$ cat src/rtl/holy_ctrl_pkg.sv
// Shared encodings for the multi-cycle control unit: FSM states, opcodes,
// ALU operation codes and the operand/result multiplexer selects.
package holy_ctrl_pkg;

  typedef enum logic [3:0] {
    StFetch,
    StDecode,
    StMemAdr,
    StMemRead,
    StMemWb,
    StMemWrite,
    StExecuteR,
    StExecuteI,
    StAluWb,
    StBeq,
    StJal
  } state_e;

  localparam logic [6:0] OpLoad   = 7'b0000011;
  localparam logic [6:0] OpStore  = 7'b0100011;
  localparam logic [6:0] OpRType  = 7'b0110011;
  localparam logic [6:0] OpIType  = 7'b0010011;
  localparam logic [6:0] OpBranch = 7'b1100011;
  localparam logic [6:0] OpJal    = 7'b1101111;

  localparam logic [2:0] AluAdd = 3'b000;
  localparam logic [2:0] AluSub = 3'b001;
  localparam logic [2:0] AluAnd = 3'b010;
  localparam logic [2:0] AluOr  = 3'b011;
  localparam logic [2:0] AluSlt = 3'b101;

  // FSM-to-decoder request: fixed add, fixed sub, or decode from funct fields.
  localparam logic [1:0] AluOpAdd   = 2'b00;
  localparam logic [1:0] AluOpSub   = 2'b01;
  localparam logic [1:0] AluOpFunct = 2'b10;

  localparam logic [1:0] SrcAPc    = 2'b00;
  localparam logic [1:0] SrcAOldPc = 2'b01;
  localparam logic [1:0] SrcARs1   = 2'b10;

  localparam logic [1:0] SrcBRs2  = 2'b00;
  localparam logic [1:0] SrcBImm  = 2'b01;
  localparam logic [1:0] SrcBFour = 2'b10;

  localparam logic [1:0] ImmI = 2'b00;
  localparam logic [1:0] ImmS = 2'b01;
  localparam logic [1:0] ImmB = 2'b10;
  localparam logic [1:0] ImmJ = 2'b11;

  localparam logic [1:0] ResAluOut    = 2'b00;
  localparam logic [1:0] ResMemData   = 2'b01;
  localparam logic [1:0] ResAluResult = 2'b10;

  function automatic logic is_legal_op(input logic [6:0] op);
    return (op == OpLoad) || (op == OpStore) || (op == OpRType) ||
           (op == OpIType) || (op == OpBranch) || (op == OpJal);
  endfunction

endpackage

$ cat src/rtl/multicycle_control_if.sv
// Control-unit <-> datapath bundle.
//   ctrl modport: control unit (drives strobes/selects, reads instruction fields,
//                 ALU zero flag and memory ready).
//   dp modport:   datapath side (the reverse directions).
interface multicycle_control_if;
  logic [6:0] op;
  logic [2:0] funct3;
  logic       funct7b5;
  logic       zero;
  logic       mem_ready;
  logic       mem_req;
  logic       adr_src;
  logic       ir_write;
  logic       pc_write;
  logic       reg_write;
  logic       mem_write;
  logic [2:0] alu_control;
  logic [1:0] alu_src_a;
  logic [1:0] alu_src_b;
  logic [1:0] imm_src;
  logic [1:0] result_src;
  logic       illegal_instr;

  modport ctrl (
    input  op, funct3, funct7b5, zero, mem_ready,
    output mem_req, adr_src, ir_write, pc_write, reg_write, mem_write,
           alu_control, alu_src_a, alu_src_b, imm_src, result_src, illegal_instr
  );

  modport dp (
    output op, funct3, funct7b5, zero, mem_ready,
    input  mem_req, adr_src, ir_write, pc_write, reg_write, mem_write,
           alu_control, alu_src_a, alu_src_b, imm_src, result_src, illegal_instr
  );
endinterface

$ cat src/rtl/alu_decoder.sv
// Combinational ALU operation decoder.
//   funct3, funct7b5 : instruction function fields
//   op5              : opcode bit 5 (1 = R-type, enables sub via funct7b5)
//   alu_op           : FSM request (add / sub / funct-decoded)
//   alu_control      : ALU operation select
module alu_decoder
  import holy_ctrl_pkg::*;
(
  input  logic [2:0] funct3,
  input  logic       funct7b5,
  input  logic       op5,
  input  logic [1:0] alu_op,
  output logic [2:0] alu_control
);

  always_comb begin
    alu_control = AluAdd;
    unique case (alu_op)
      AluOpAdd: alu_control = AluAdd;
      AluOpSub: alu_control = AluSub;
      default: begin
        unique case (funct3)
          3'b000:  alu_control = (op5 && funct7b5) ? AluSub : AluAdd;
          3'b010:  alu_control = AluSlt;
          3'b110:  alu_control = AluOr;
          3'b111:  alu_control = AluAnd;
          // Unsupported funct3 quietly executes as add.
          default: alu_control = AluAdd;
        endcase
      end
    endcase
  end

endmodule

$ cat src/rtl/multicycle_control.sv
// Sequential control unit for the multi-cycle core. Walks each instruction
// through fetch/decode/execute/memory/writeback and drives the datapath
// strobes and mux selects as Moore outputs of the state register.
//   clk   : rising-edge clock
//   rst_n : asynchronous active-low reset (forces FETCH)
//   bus   : ctrl modport of multicycle_control_if
module multicycle_control
  import holy_ctrl_pkg::*;
(
  input logic               clk,
  input logic               rst_n,
  multicycle_control_if.ctrl bus
);

  state_e     state_q, state_d;
  logic [1:0] alu_op;

  always_ff @(posedge clk or negedge rst_n) begin
    if (!rst_n) state_q <= StFetch;
    else        state_q <= state_d;
  end

  always_comb begin
    state_d = state_q;
    unique case (state_q)
      StFetch:    if (bus.mem_ready) state_d = StDecode;
      StDecode: begin
        case (bus.op)
          OpLoad, OpStore: state_d = StMemAdr;
          OpRType:         state_d = StExecuteR;
          OpIType:         state_d = StExecuteI;
          OpBranch:        state_d = StBeq;
          OpJal:           state_d = StJal;
          default:         state_d = StFetch;
        endcase
      end
      StMemAdr:   state_d = bus.op[5] ? StMemWrite : StMemRead;
      StMemRead:  if (bus.mem_ready) state_d = StMemWb;
      StMemWb:    state_d = StFetch;
      StMemWrite: if (bus.mem_ready) state_d = StFetch;
      StExecuteR: state_d = StAluWb;
      StExecuteI: state_d = StAluWb;
      StAluWb:    state_d = StFetch;
      StBeq:      state_d = StFetch;
      StJal:      state_d = StAluWb;
      default:    state_d = StFetch;
    endcase
  end

  always_comb begin
    bus.mem_req       = 1'b0;
    bus.adr_src       = 1'b0;
    bus.ir_write      = 1'b0;
    bus.pc_write      = 1'b0;
    bus.reg_write     = 1'b0;
    bus.mem_write     = 1'b0;
    bus.illegal_instr = 1'b0;
    bus.alu_src_a     = SrcAPc;
    bus.alu_src_b     = SrcBRs2;
    bus.imm_src       = ImmI;
    bus.result_src    = ResAluOut;
    alu_op            = AluOpAdd;
    unique case (state_q)
      StFetch: begin
        bus.mem_req    = 1'b1;
        bus.alu_src_b  = SrcBFour;
        bus.result_src = ResAluResult;
        // PC+4 and IR load commit only on the cycle the fetch completes.
        bus.ir_write   = bus.mem_ready;
        bus.pc_write   = bus.mem_ready;
      end
      StDecode: begin
        // Branch/jump target precomputed here and parked in the ALU output reg.
        bus.alu_src_a     = SrcAOldPc;
        bus.alu_src_b     = SrcBImm;
        bus.imm_src       = (bus.op == OpJal) ? ImmJ : ImmB;
        bus.illegal_instr = !is_legal_op(bus.op);
      end
      StMemAdr: begin
        bus.alu_src_a = SrcARs1;
        bus.alu_src_b = SrcBImm;
        bus.imm_src   = bus.op[5] ? ImmS : ImmI;
      end
      StMemRead: begin
        bus.mem_req = 1'b1;
        bus.adr_src = 1'b1;
      end
      StMemWrite: begin
        bus.mem_req   = 1'b1;
        bus.adr_src   = 1'b1;
        bus.mem_write = 1'b1;
      end
      StMemWb: begin
        bus.result_src = ResMemData;
        bus.reg_write  = 1'b1;
      end
      StExecuteR: begin
        bus.alu_src_a = SrcARs1;
        bus.alu_src_b = SrcBRs2;
        alu_op        = AluOpFunct;
      end
      StExecuteI: begin
        bus.alu_src_a = SrcARs1;
        bus.alu_src_b = SrcBImm;
        bus.imm_src   = ImmI;
        alu_op        = AluOpFunct;
      end
      StAluWb: begin
        bus.result_src = ResAluOut;
        bus.reg_write  = 1'b1;
      end
      StBeq: begin
        bus.alu_src_a  = SrcARs1;
        bus.alu_src_b  = SrcBRs2;
        alu_op         = AluOpSub;
        bus.result_src = ResAluOut;
        bus.pc_write   = bus.zero;
      end
      StJal: begin
        // Link value old PC + 4 is computed while the target loads the PC.
        bus.alu_src_a  = SrcAOldPc;
        bus.alu_src_b  = SrcBFour;
        bus.result_src = ResAluOut;
        bus.pc_write   = 1'b1;
      end
      default: ;
    endcase
  end

  alu_decoder u_alu_decoder (
    .funct3      (bus.funct3),
    .funct7b5    (bus.funct7b5),
    .op5         (bus.op[5]),
    .alu_op      (alu_op),
    .alu_control (bus.alu_control)
  );

endmodule

$ cat src/flat_wrapper.sv
// flat-port wrapper written by rule: the top's interface ports become plain ports
module multicycle_control_flat import holy_ctrl_pkg::*;
  (clk, rst_n, bus_op, bus_funct3, bus_funct7b5, bus_zero, bus_mem_ready, bus_mem_req, bus_adr_src, bus_ir_write, bus_pc_write, bus_reg_write, bus_mem_write, bus_alu_control, bus_alu_src_a, bus_alu_src_b, bus_imm_src, bus_result_src, bus_illegal_instr);
  multicycle_control_if bus_i ();
  input logic clk;
  input logic rst_n;
  input wire logic [$bits(bus_i.op)-1:0] bus_op;
  input wire logic [$bits(bus_i.funct3)-1:0] bus_funct3;
  input wire logic [$bits(bus_i.funct7b5)-1:0] bus_funct7b5;
  input wire logic [$bits(bus_i.zero)-1:0] bus_zero;
  input wire logic [$bits(bus_i.mem_ready)-1:0] bus_mem_ready;
  output wire logic [$bits(bus_i.mem_req)-1:0] bus_mem_req;
  output wire logic [$bits(bus_i.adr_src)-1:0] bus_adr_src;
  output wire logic [$bits(bus_i.ir_write)-1:0] bus_ir_write;
  output wire logic [$bits(bus_i.pc_write)-1:0] bus_pc_write;
  output wire logic [$bits(bus_i.reg_write)-1:0] bus_reg_write;
  output wire logic [$bits(bus_i.mem_write)-1:0] bus_mem_write;
  output wire logic [$bits(bus_i.alu_control)-1:0] bus_alu_control;
  output wire logic [$bits(bus_i.alu_src_a)-1:0] bus_alu_src_a;
  output wire logic [$bits(bus_i.alu_src_b)-1:0] bus_alu_src_b;
  output wire logic [$bits(bus_i.imm_src)-1:0] bus_imm_src;
  output wire logic [$bits(bus_i.result_src)-1:0] bus_result_src;
  output wire logic [$bits(bus_i.illegal_instr)-1:0] bus_illegal_instr;
  assign bus_i.op = bus_op;
  assign bus_i.funct3 = bus_funct3;
  assign bus_i.funct7b5 = bus_funct7b5;
  assign bus_i.zero = bus_zero;
  assign bus_i.mem_ready = bus_mem_ready;
  assign bus_mem_req = bus_i.mem_req;
  assign bus_adr_src = bus_i.adr_src;
  assign bus_ir_write = bus_i.ir_write;
  assign bus_pc_write = bus_i.pc_write;
  assign bus_reg_write = bus_i.reg_write;
  assign bus_mem_write = bus_i.mem_write;
  assign bus_alu_control = bus_i.alu_control;
  assign bus_alu_src_a = bus_i.alu_src_a;
  assign bus_alu_src_b = bus_i.alu_src_b;
  assign bus_imm_src = bus_i.imm_src;
  assign bus_result_src = bus_i.result_src;
  assign bus_illegal_instr = bus_i.illegal_instr;
  multicycle_control u_core (.clk(clk), .rst_n(rst_n), .bus(bus_i));
endmodule
$ cat config.mk
export PLATFORM = sky130hd
export DESIGN_NAME = multicycle_control_flat
export DESIGN_NICKNAME = d
export VERILOG_FILES = /design/src/rtl/holy_ctrl_pkg.sv /design/src/rtl/multicycle_control_if.sv /design/src/rtl/alu_decoder.sv /design/src/rtl/multicycle_control.sv /design/src/flat_wrapper.sv
export SDC_FILE = /design/constraint.sdc
export NUM_CORES = 1
export LEC_CHECK = 0
export BUFFER_PORTS_ARGS = -buffer_cell sky130_fd_sc_hd__buf_4
export CORE_MARGIN = 2
export CORE_UTILIZATION = 35
export DETAILED_ROUTE_END_ITERATION = 6
export HOLD_SLACK_MARGIN = 0.12
export PLACE_DENSITY_LB_ADDON = 0.2
export SLEW_MARGIN = 10
export SYNTH_ARGS = -nofsm -noshare
export SYNTH_HDL_FRONTEND = slang
export SYNTH_SLANG_ARGS = --single-unit
$ cat constraint.sdc
create_clock -name clk -period 1.9 [get_ports clk]
set_clock_uncertainty 0.1 [all_clocks]
set_input_delay 0.19 -clock clk [delete_from_list [all_inputs] [get_ports clk]]
set_output_delay 0.19 -clock clk [all_outputs]
set_load 0.02 [all_outputs]
==> flow_summary_export.csv <==
group,metric,value,unit
yosys,synth_edf_count,0,
clocking,htree_levels,1,
pwr,peakVddDrop,0.2989,mV
sta,worst_pin_slew,0.2655,ns
worst_setup_path,max_stage_delay,0.46,ns
worst_setup_path,crit_slowest_cell,"dfrtp_2",
layout,mostFrequentLayoutCells,"buf_4 (42), nand2_1 (8), nor2_1 (8)",
yosys,avgSynthCellArea,7.254,um2
route,drt_wl_total,1.811,mm
layout,fin_nets,149,
worst_setup_path,r2r_start,"u_core.state_q[1]",
pwr,power.leakage,0.4703,nW
route,vias,844,
yosys,synth-seq-cells,4,
clocking,cts_buffers,3,
worst_setup_path,critPathLaunch,"u_core.state_q[1]",
route,dr.pass1.iters,4,
route,antenna_left,0,
die,start_util,0.3825,
placed_design,globalplace.congestion,0.7400,
sta,setup_tns,0,ns
worst_setup_path,critPathArrivalTime,1.54,ns
global_route,grt_pass1_vias,657,
sta,hold_viol,0,
yosys,syn-num-nets,109,
die,rows,15,
route,via_per_inst,5.376,
layout,largest_register_ff_count,4,
yosys,ys_seq_area_frac,0.1468,
run,maxCapViolCount,0,
placed_design,hpwlAfterDp,1.427,mm
layout,area_growth,50.83,%
die,ios,33,
die,fp.dieW,48.14,um
clocking,cts_root_buf,"clkbuf_4",
sta,period_share,0.9631,
yosys,yosysWarnings,0,
layout,largestRegisters,"u_core.state_q x4",
sta,holdWs,0.1769,ns
clocking,clockBufferDepth,2,
layout,regMostFlops,"u_core.state_q",
route,drc,0,
clocking,path_clk_slew,0.04,ns
yosys,async_reset_ff_frac,1.000,
hold_path,hp-class,"in -> async",
global_route,antenna_found_initial,0,
die,die_h,48.14,um
clocking,cts.sinks,4,
yosys,synth_largest_area_cell,"dfrtp_1",
global_route,grtUsageTotal,0.1619,
pwr,power_density,619.4,nW/um2
worst_setup_path,cp_cell_sequence,"or3b_1 > a21o_1 > a21oi_1 > buf_4",
layout,final_common_cell,"buf_4",
yosys,yosysTopAreaCellShare,0.1468,
layout,drive_above_1_share,0.4015,
worst_setup_path,criticalPathCategory,"reg -> out",
clocking,clk-insertion-delay-late,0.24,ns
yosys,netlist_instances,94,
worst_setup_path,critPathLaunchType,"flop",
sta,max_freq,546.5,MHz
placed_design,dp_slack,0.2571,ns
global_route,grt_pass1_wl,2.670,mm
worst_setup_path,required,1.61,ns
outcome,status,"completed",
layout,nFillCells,175,
route,first_iter_violations,18,
sta,setup_viol,0,
die,core,1783,um2
layout,antenna_cells,0,
worst_setup_path,worst_setup_path_end_kind,"primary output",
yosys,yosys-top-cells-area,"dfrtp_1 (15%), nand2b_1 (6.4%), nand2_1 (4.4%)",
sta,final_max_slew_viol_count,0,
yosys,synth.distinct_cells,40,
sta,setup_ws,0.07011,ns
die,dieArea,2317,um2
route,wire_per_inst,11.54,um
clocking,cts_tree,"built",
sta,relSlewSlack,0.8216,
placed_design,portBuffers,32,
yosys,synth_area,681.9,um2
global_route,grt_max_degree,16,
sta,rsz0062_at_grt,"no",
worst_setup_path,cp_max_fo,8,
global_route,overflow,0,
sta,min_period,1.830,ns
yosys,ys.flop_type,"dfrtp_1",
-- per-layer routing --
layer	wire [um]	up-vias	global-route usage
li1	-	425	-
met1	783	389	0.2081
met2	920	26	0.2632
met3	79	4	0.02222
met4	28	0	0.08108
met5	0	-	0
-- stage by stage --
stage | total power [mW] | util | std cells | area [um2]
2_1_floorplan | 0.3588 | - | 94 | 688.2
3_3_place_gp | 0.5219 | 0.5375 | 150 | 958.4
3_5_place_dp | 0.5231 | 0.5375 | 150 | 958.4
4_1_cts | 0.6363 | 0.5572 | 154 | 993.5
5_1_grt | 0.6850 | 0.5768 | 157 | 1028
6_report | 0.6370 | 0.5768 | 157 | 1028
-- critical path: cells and delay by family (launching register included) --
family,cells,cell delay [ns]
DFF,1,0.46
buffers and inverters,1,0.15
AOI/OAI and AO/OA,2,0.30
and+or+nand+nor,1,0.39
-- what timing repair did --
item	CTS	global route
gates resized for setup	2	2
pin swaps	0	0
buffers inserted	0	3
hold endpoints to repair	4	0
hold buffers	1	0
endpoints found under the setup margin	2	3
-- final cells by class --
cell class	count	area, um2	share of cell area
multi-input cells	79	535.5	0.5207
repair buffers	43	325.3	0.3163
flip-flops and latches	4	102.6	0.09976
well taps	25	31.28	0.03041
clock buffers	3	22.52	0.02190
inverters	3	11.26	0.01095
-- cells by family after synthesis --
logic type	after synthesis	share of synthesized area
buffers and inverters	11	0.09541
AO/OA/AOI/OAI	25	0.2514
XOR/XNOR	2	0.02569
flip-flops	4	0.1468
AND/OR/NAND/NOR	52	0.4808
-- where the power goes --
group	switching [mW]	internal (mW)	leakage (nW)
Sequential	0.0139	0.0938	0.0508
Clock	0.0363	0.0707	0.0138
Combinational	0.216	0.206	0.406
Total	0.266	0.371	0.470
-- cell usage after synthesis (3+ instances only) --
library cell and n:
nand2_1 8, nor2_1 8, nand2b_1 7, a21oi_1 4
buf_2 4, dfrtp_1 4, nor3b_1 4, a21o_1 3
and3b_1 3, inv_1 3, nor2b_1 3, o21ai_0 3
-- worst paths after layout --
kind | slack (ns) | cells past startpoint | endpoint
setup / recovery | 0.07 | 4 | bus_pc_write
max in group asynchronous | 1.41 | 2 | u_core.state_q[0]
min in group clk | 0.20 | 4 | u_core.state_q[2]
hold reg to reg | 0.56 | 1 | u_core.state_q[1]
hold / removal | 0.18 | 2 | u_core.state_q[2]
setup reg to reg | 0.33 | 4 | u_core.state_q[2]
Power figures use the tool's default switching activity.
